[config.mk]
export PLATFORM = sky130hd
export DESIGN_NAME = adc_burst_sequencer
export DESIGN_NICKNAME = d
export VERILOG_FILES = /design/src/rtl/adc_burst_sequencer.sv
export SDC_FILE = /design/constraint.sdc
export NUM_CORES = 1
export LEC_CHECK = 0
export CORE_ASPECT_RATIO = 0.75
export CORE_MARGIN = 2
export CORE_UTILIZATION = 48
export DETAILED_ROUTE_END_ITERATION = 10
export PLACE_DENSITY = 0.91
export SYNTH_ARGS = -nofsm -noshare
export SYNTH_HDL_FRONTEND = slang
export SYNTH_SLANG_ARGS = --single-unit
[constraint.sdc]
create_clock -name CLK_40 -period 3.45 [get_ports CLK_40]
set_clock_uncertainty 0.1 [all_clocks]
set_input_delay 0.69 -clock CLK_40 [delete_from_list [all_inputs] [get_ports CLK_40]]
set_output_delay 0.69 -clock CLK_40 [all_outputs]
set_load 0.1 [all_outputs]
[src/rtl/adc_burst_sequencer.sv]
// adc_burst_sequencer
// Fires one gated transmitter burst and opens a fixed receive window. On each
// sample tick inside the window it walks the enabled ADC channels in ascending
// order, handshaking with each channel's SPI master (spi_en level / spi_fin
// pulse). It then writes every result to the output FIFO as a {channel, data} word.
//
// Ports:
//   CLK_40       in   system clock (40 MHz)
//   rst          in   synchronous active-high reset
//   on           in   acquisition enable; a rising edge arms one window, low aborts
//   ch_mask      in   per-channel enable, latched at window start
//   spi_fin      in   per-channel one-cycle finish pulse from the SPI masters
//   spi_data     in   per-channel SPI results, channel i at [i*DW +: DW]
//   fifo_full    in   output FIFO full
//   spi_en       out  one-hot (or zero) level enable to the SPI masters
//   fifo_wr      out  one-cycle FIFO write strobe
//   fifo_din     out  {channel tag, data}; zero when not writing
//   tx_out       out  transmitter drive, gated to the start of the window
//   busy         out  window in progress
//   done         out  one-cycle pulse on normal window completion
//   overrun      out  sticky: a tick or a sample was lost this window
//   sample_count out  ticks counted this window (saturating)
module adc_burst_sequencer #(
  parameter int NCH        = 5,
  parameter int DW         = 16,
  parameter int TAGW       = 3,
  parameter int SAMPLE_DIV = 128,
  parameter int TX_HALF    = 512,
  parameter int TX_CYCLES  = 32,
  parameter int WINDOW     = 588800
) (
  input  logic                 CLK_40,
  input  logic                 rst,
  input  logic                 on,
  input  logic [NCH-1:0]       ch_mask,
  input  logic [NCH-1:0]       spi_fin,
  input  logic [NCH*DW-1:0]    spi_data,
  input  logic                 fifo_full,
  output logic [NCH-1:0]       spi_en,
  output logic                 fifo_wr,
  output logic [TAGW+DW-1:0]   fifo_din,
  output logic                 tx_out,
  output logic                 busy,
  output logic                 done,
  output logic                 overrun,
  output logic [15:0]          sample_count
);

  localparam int WCW = $clog2(WINDOW + 1);
  localparam int DVW = (SAMPLE_DIV > 1) ? $clog2(SAMPLE_DIV) : 1;
  localparam int TXW = (TX_HALF > 1) ? $clog2(TX_HALF) : 1;

  typedef enum logic [2:0] {S_IDLE, S_WAIT_TICK, S_CONVERT, S_WRITE, S_DONE} state_t;

  // Lowest enabled channel at or above 'from'; MSB of the result is 'found'.
  function automatic logic [TAGW:0] find_ch(input logic [NCH-1:0] mask, input int from);
    logic [TAGW:0] r;
    r = '0;
    for (int i = NCH - 1; i >= 0; i--) begin
      if (mask[i] && (i >= from)) r = {1'b1, TAGW'(i)};
    end
    return r;
  endfunction

  function automatic logic [15:0] sat_inc16(input logic [15:0] v);
    return (v == 16'hFFFF) ? v : v + 16'd1;
  endfunction

  state_t              state, state_n;
  logic                on_q, on_qq, rise;
  logic [NCH-1:0]      mask_q;
  logic [TAGW-1:0]     ch_q;
  logic [DW-1:0]       data_q, data_cur;
  logic [NCH-1:0]      sel_oh;
  logic                fin_cur;
  logic [TAGW:0]       first, nextc;
  logic [WCW-1:0]      win_cnt;
  logic [DVW-1:0]      div_cnt;
  logic                win_end, tick;
  logic [TXW-1:0]      tx_cnt;
  logic                tx_sq;
  logic                start, ld_first, ld_next, cap, inc_cnt, set_ovr;

  assign rise    = on_q & ~on_qq;
  assign win_end = (win_cnt == WCW'(WINDOW));
  // Window end wins over a coincident tick.
  assign tick    = (div_cnt == '0) && (win_cnt != '0) && !win_end;
  assign first   = find_ch(mask_q, 0);
  assign nextc   = find_ch(mask_q, int'(ch_q) + 1);

  always_comb begin
    sel_oh   = '0;
    data_cur = '0;
    for (int i = 0; i < NCH; i++) begin
      if (ch_q == TAGW'(i)) begin
        sel_oh[i] = 1'b1;
        data_cur  = spi_data[i*DW +: DW];
      end
    end
  end

  assign fin_cur = |(spi_fin & sel_oh);

  // Stage p0: control FSM
  always_ff @(posedge CLK_40) begin
    if (rst) state <= S_IDLE;
    else     state <= state_n;
  end

  // Every action is gated by on_q so an abort takes effect at once.
  always_comb begin
    state_n  = state;
    start    = 1'b0;
    ld_first = 1'b0;
    ld_next  = 1'b0;
    cap      = 1'b0;
    inc_cnt  = 1'b0;
    set_ovr  = 1'b0;
    spi_en   = '0;
    fifo_wr  = 1'b0;
    done     = 1'b0;
    case (state)
      S_IDLE: begin
        if (rise) begin
          start   = 1'b1;
          state_n = S_WAIT_TICK;
        end
      end
      S_WAIT_TICK: begin
        if (!on_q) state_n = S_IDLE;
        else if (win_end) state_n = S_DONE;
        else if (tick) begin
          inc_cnt = 1'b1;
          if (first[TAGW]) begin
            ld_first = 1'b1;
            state_n  = S_CONVERT;
          end
        end
      end
      S_CONVERT: begin
        if (!on_q) state_n = S_IDLE;
        else begin
          spi_en = sel_oh;
          if (tick) set_ovr = 1'b1;
          if (fin_cur) begin
            cap     = 1'b1;
            state_n = S_WRITE;
          end
        end
      end
      S_WRITE: begin
        if (!on_q) state_n = S_IDLE;
        else begin
          fifo_wr = !fifo_full;
          if (fifo_full || tick) set_ovr = 1'b1;
          if (nextc[TAGW]) begin
            ld_next = 1'b1;
            state_n = S_CONVERT;
          end else if (win_end) state_n = S_DONE;
          else state_n = S_WAIT_TICK;
        end
      end
      S_DONE: begin
        done    = on_q;
        state_n = S_IDLE;
      end
      default: state_n = S_IDLE;
    endcase
  end

  always_ff @(posedge CLK_40) begin
    if (rst) begin
      on_q         <= 1'b0;
      on_qq        <= 1'b0;
      mask_q       <= '0;
      ch_q         <= '0;
      win_cnt      <= '0;
      div_cnt      <= '0;
      tx_cnt       <= '0;
      tx_sq        <= 1'b0;
      overrun      <= 1'b0;
      sample_count <= '0;
    end else begin
      on_q  <= on;
      on_qq <= on_q;
      if (tx_cnt == TXW'(TX_HALF - 1)) begin
        tx_cnt <= '0;
        tx_sq  <= ~tx_sq;
      end else begin
        tx_cnt <= tx_cnt + TXW'(1);
      end
      if (start) begin
        mask_q       <= ch_mask;
        win_cnt      <= '0;
        div_cnt      <= '0;
        overrun      <= 1'b0;
        sample_count <= '0;
      end else begin
        if (busy && !win_end) win_cnt <= win_cnt + WCW'(1);
        if (busy) div_cnt <= (div_cnt == DVW'(SAMPLE_DIV - 1)) ? '0 : div_cnt + DVW'(1);
        if (set_ovr) overrun <= 1'b1;
        if (inc_cnt) sample_count <= sat_inc16(sample_count);
      end
      if (ld_first)     ch_q <= first[TAGW-1:0];
      else if (ld_next) ch_q <= nextc[TAGW-1:0];
    end
  end

  // Stage p1: captured sample
  always_ff @(posedge CLK_40) begin
    if (cap) data_q <= data_cur;
  end

  assign busy     = (state == S_WAIT_TICK) || (state == S_CONVERT) || (state == S_WRITE);
  assign fifo_din = fifo_wr ? {ch_q, data_q} : '0;
  assign tx_out   = tx_sq && busy && on_q && (win_cnt < WCW'(TX_CYCLES));

endmodule

==> impl_results.md <==
- Startpoint types: flip-flop
- 1st-pass router iterations: 6
- Violation count after the first detailed-route iteration: about 530
- Post-CTS Resized: 0
- Post-Syn Area per Cell: just over 8 um2
- Post-route DRC: 0
- TritonCTS clock tree: built
- GRT overflow: 0
- IO Port Bufs: 138
- Ant. Diodes: 0
- Critical path's top delay family: buffers and inverters
- Row cnt: 31
- Setup Fix Bufs, Post-CTS: 0
- Clock buffer depth: 2
- Yosys reg bits: 83
- Initial antenna violation count: 0
- Ports: 139
- CTS sink cnt: a little over 80
- Sequential share of power: 0.417
- Asr flop ratio synth: 0
- Hold buffer count at CTS: 0
- Initial Utilization: 0.495
- Buf/Inv on CP: 2
- Req. time, crit path: 2.66 ns
- Post-layout minimum cycle time: between 3 and 4 ns
- P_leak: between 2 and 2.5 nW
- Internal power: 1.78 mW
- WL final: 15800 um
- Cells along the critical path: o21bai_2, clkinv_1, and3_1, and4_1, buf_4
- Post-Route Utilization: 0.695
- Critical path endpoint category: output port
- Die height: 90.6 um
- Worst Tran Pin Value: roughly 0.94 ns
- Max Slew Vio Count: 0
- First-pass GRT wire length: roughly 25000 um
- Clock power frac: 0.349
- CP peak stage delay: 0.51 ns
- Final Wtd Congestion: about 0.95
- Clock root buffer: clkbuf_16
- Vias in the first global route: roughly 4700
- Clk Latency, worst-skew pair: approximately 0.33 ns
- ANT nets after route: 0
- Post-Syn Instances: about 600
- Via density: around 6
- Switching power total: roughly 0.76 mW
- Normalized max-slew margin: 0.373
- TritonCTS Buffers: 9
- Synth warn: 0
- Post-synth EDFFs: 16
- Non-Filler Instances: 853
- Critical Path AT: between 2 and 2.5 ns
- Largest net degree at the start of global routing: 39
- Max cap viols: 0
- Highest fanout seen on the critical path: 10
- Final #Nets: 823
- Comb pwr share: 0.234
- Count of different cell masters after synthesis: 58
- Full die area: roughly 11000 um2
- Die W: ~120 um
- Worst Hold Class: flip-flop to flip-flop
- Post-Place Cells: around 840
- Syn Nets: 696
- Peak VDD IR: 0.319 mV
- Ys flop type: dfxtp_1
- Share of cells above drive strength 1: 0.119
- Gr usage total: 0.287
- Placeable Area: about 9700 um2
- H-tree depth: 3
- Status: finished, final reports clean
- Post-synthesis sequential area ratio: 0.380
- CTS clock-pin slew for the worst setup and hold paths: 0.05 ns
- Via count: roughly 5100
- Crit-path slowest cell: dfxtp_1
- RSZ-0062 raised after global routing: false
- Switching Share: 0.299
- Wire per inst: about 19 um
- Final setup viols: 0
- Area delta synth->final: 40.5%
- PwrDens: roughly 380 nW/um2
- Fmax achieved: roughly 0.32 GHz
- DPL Wire Length: ~12000 um
- Synthesized area: roughly 4800 um2
- Final hold violations: 0
- Fin crit share: 0.895
- Critical path type: flip-flop to output port
[kinds of logic after synthesis]
group | count (synthesis) | share of synthesized area
adders and majority gates | 12 | 0.0313
and+or+nand+nor | 256 | 0.269
DFF | 83 | 0.380
muxes | 8 | 0.0167
AOI/OAI and AO/OA | 153 | 0.213
buffers and inverters | 55 | 0.0480
xor gates and xnor gates | 23 | 0.0420
[routing by layer]
layer	global-route usage	wire length (um)
met5	0	0
met4	0.0794	394
met3	0.0568	1260
met2	0.490	7740
met1	0.370	6380
[worst paths after layout]
path	start	to	slack (ns)	cells past startpoint
min reg2reg	tx_cnt[0]	tx_cnt[0]	0.36	1
min	tx_cnt[0]	tx_cnt[0]	0.36	1
max reg2reg	ch_q[2]	ch_q[0]	0.80	6
max	state[2]	tx_out	0.36	5
[power groups by stage]
stage / combinational (mW) / clock [mW] / sequential (mW)
6_report: 0.593 / 0.887 / 1.06
5_1_grt: 0.636 / 0.935 / 1.06
4_1_cts: 0.581 / 0.897 / 1.06
3_5_place_dp: 0.576 / 0 / 1.08
3_3_place_gp: 0.553 / 0 / 1.08
2_1_floorplan: 0.379 / 0 / 1.07
[Yosys cell counts, types with 2 or more instances]
| cell type | number | area, um2 |
|---|---|---|
| a211oi_1 | 22 | 165 |
| a21o_1 | 3 | 22.5 |
| a21oi_1 | 43 | 215 |
| a22oi_1 | 17 | 128 |
| and2_1 | 19 | 119 |
| and3_1 | 11 | 68.8 |
| and4_1 | 2 | 17.5 |
| buf_2 | 4 | 20.0 |
| buf_6 | 2 | 22.5 |
| clkbuf_1 | 24 | 90.1 |
| dfxtp_1 | 67 | 1340 |
| edfxtp_1 | 16 | 480 |
| ha_1 | 12 | 150 |
| inv_1 | 22 | 82.6 |
| mux2i_1 | 8 | 80.1 |
| nand2_1 | 53 | 199 |
| nand2b_1 | 5 | 31.3 |
| nand3_1 | 26 | 130 |
| nand4_1 | 10 | 62.6 |
| nor2_1 | 67 | 251 |
| nor2b_1 | 5 | 31.3 |
| nor3_1 | 18 | 90.1 |
| nor3b_1 | 4 | 30.0 |
| nor4_1 | 6 | 37.5 |
| o2111ai_1 | 3 | 26.3 |
| o211ai_1 | 4 | 30.0 |
| o21a_1 | 4 | 30.0 |
| o21ai_0 | 21 | 105 |
| o21ai_1 | 5 | 25.0 |
| o31ai_1 | 14 | 105 |
| o41ai_1 | 3 | 26.3 |
| or2_2 | 6 | 37.5 |
| or3_1 | 7 | 43.8 |
| or4_1 | 12 | 90.1 |
| xnor2_1 | 18 | 158 |
| xor2_1 | 5 | 43.8 |
[through the flow]
stage / setup WS, ns / hold WS [ns] / total power, mW / TNS, ns / cell area, um2
after floorplan: -0.411 / 0.318 / 1.45 / -0.822 / 4820
after global placement: 0.575 / 0.327 / 1.63 / 0 / 6460
after detailed placement: 0.547 / 0.350 / 1.65 / 0 / 6460
after CTS: 0.402 / 0.358 / 2.54 / 0 / 6740
after global routing: 0.277 / 0.387 / 2.63 / 0 / 6740
final: 0.361 / 0.357 / 2.54 / 0 / 6740
[layout by cell type, fill, tap and decap left out, types with 4 or more instances in the layout]
cell	Yosys	routed
o211ai_1	4	4
a22oi_1	17	17
buf_4	1	33
a21oi_1	43	43
o21a_1	4	4
edfxtp_1	16	16
nor2b_1	5	5
nand2_1	53	53
clkdlybuf4s50_1	0	93
inv_1	22	22
or2_2	6	6
and3_1	11	11
nand3_1	26	26
nor3_1	18	15
o21ai_0	21	21
a211oi_1	22	22
o21ai_1	5	5
nor4_1	6	6
xnor2_1	18	18
nand4_1	10	10
and2_1	19	19
o31ai_1	14	14
clkbuf_16	0	9
or3_1	7	7
ha_1	12	12
or4_1	12	12
nor2_1	67	67
dfxtp_1	67	67
mux2i_1	8	8
xor2_1	5	5
buf_12	0	22
nand2b_1	5	5
[area by class of cell]
type | count | area [um2]
clock inverter | 2 | 12.5
fill | 759 | 2960
timing repair buffer | 148 | 1620
inverter | 23 | 86.3
multi-input combinational | 452 | 2770
sequential | 83 | 1820
clock buffer | 13 | 264
tap | 132 | 165
[registers in the layout, indices dropped and copies added, names as in the netlist, 3 cells and up]
register / count
div_cnt: 7
win_cnt: 20
tx_cnt: 9
ch_q: 3
state: 3
data_q: 16
mask_q: 5
sample_count: 16
(Power assumes the default switching activity.)
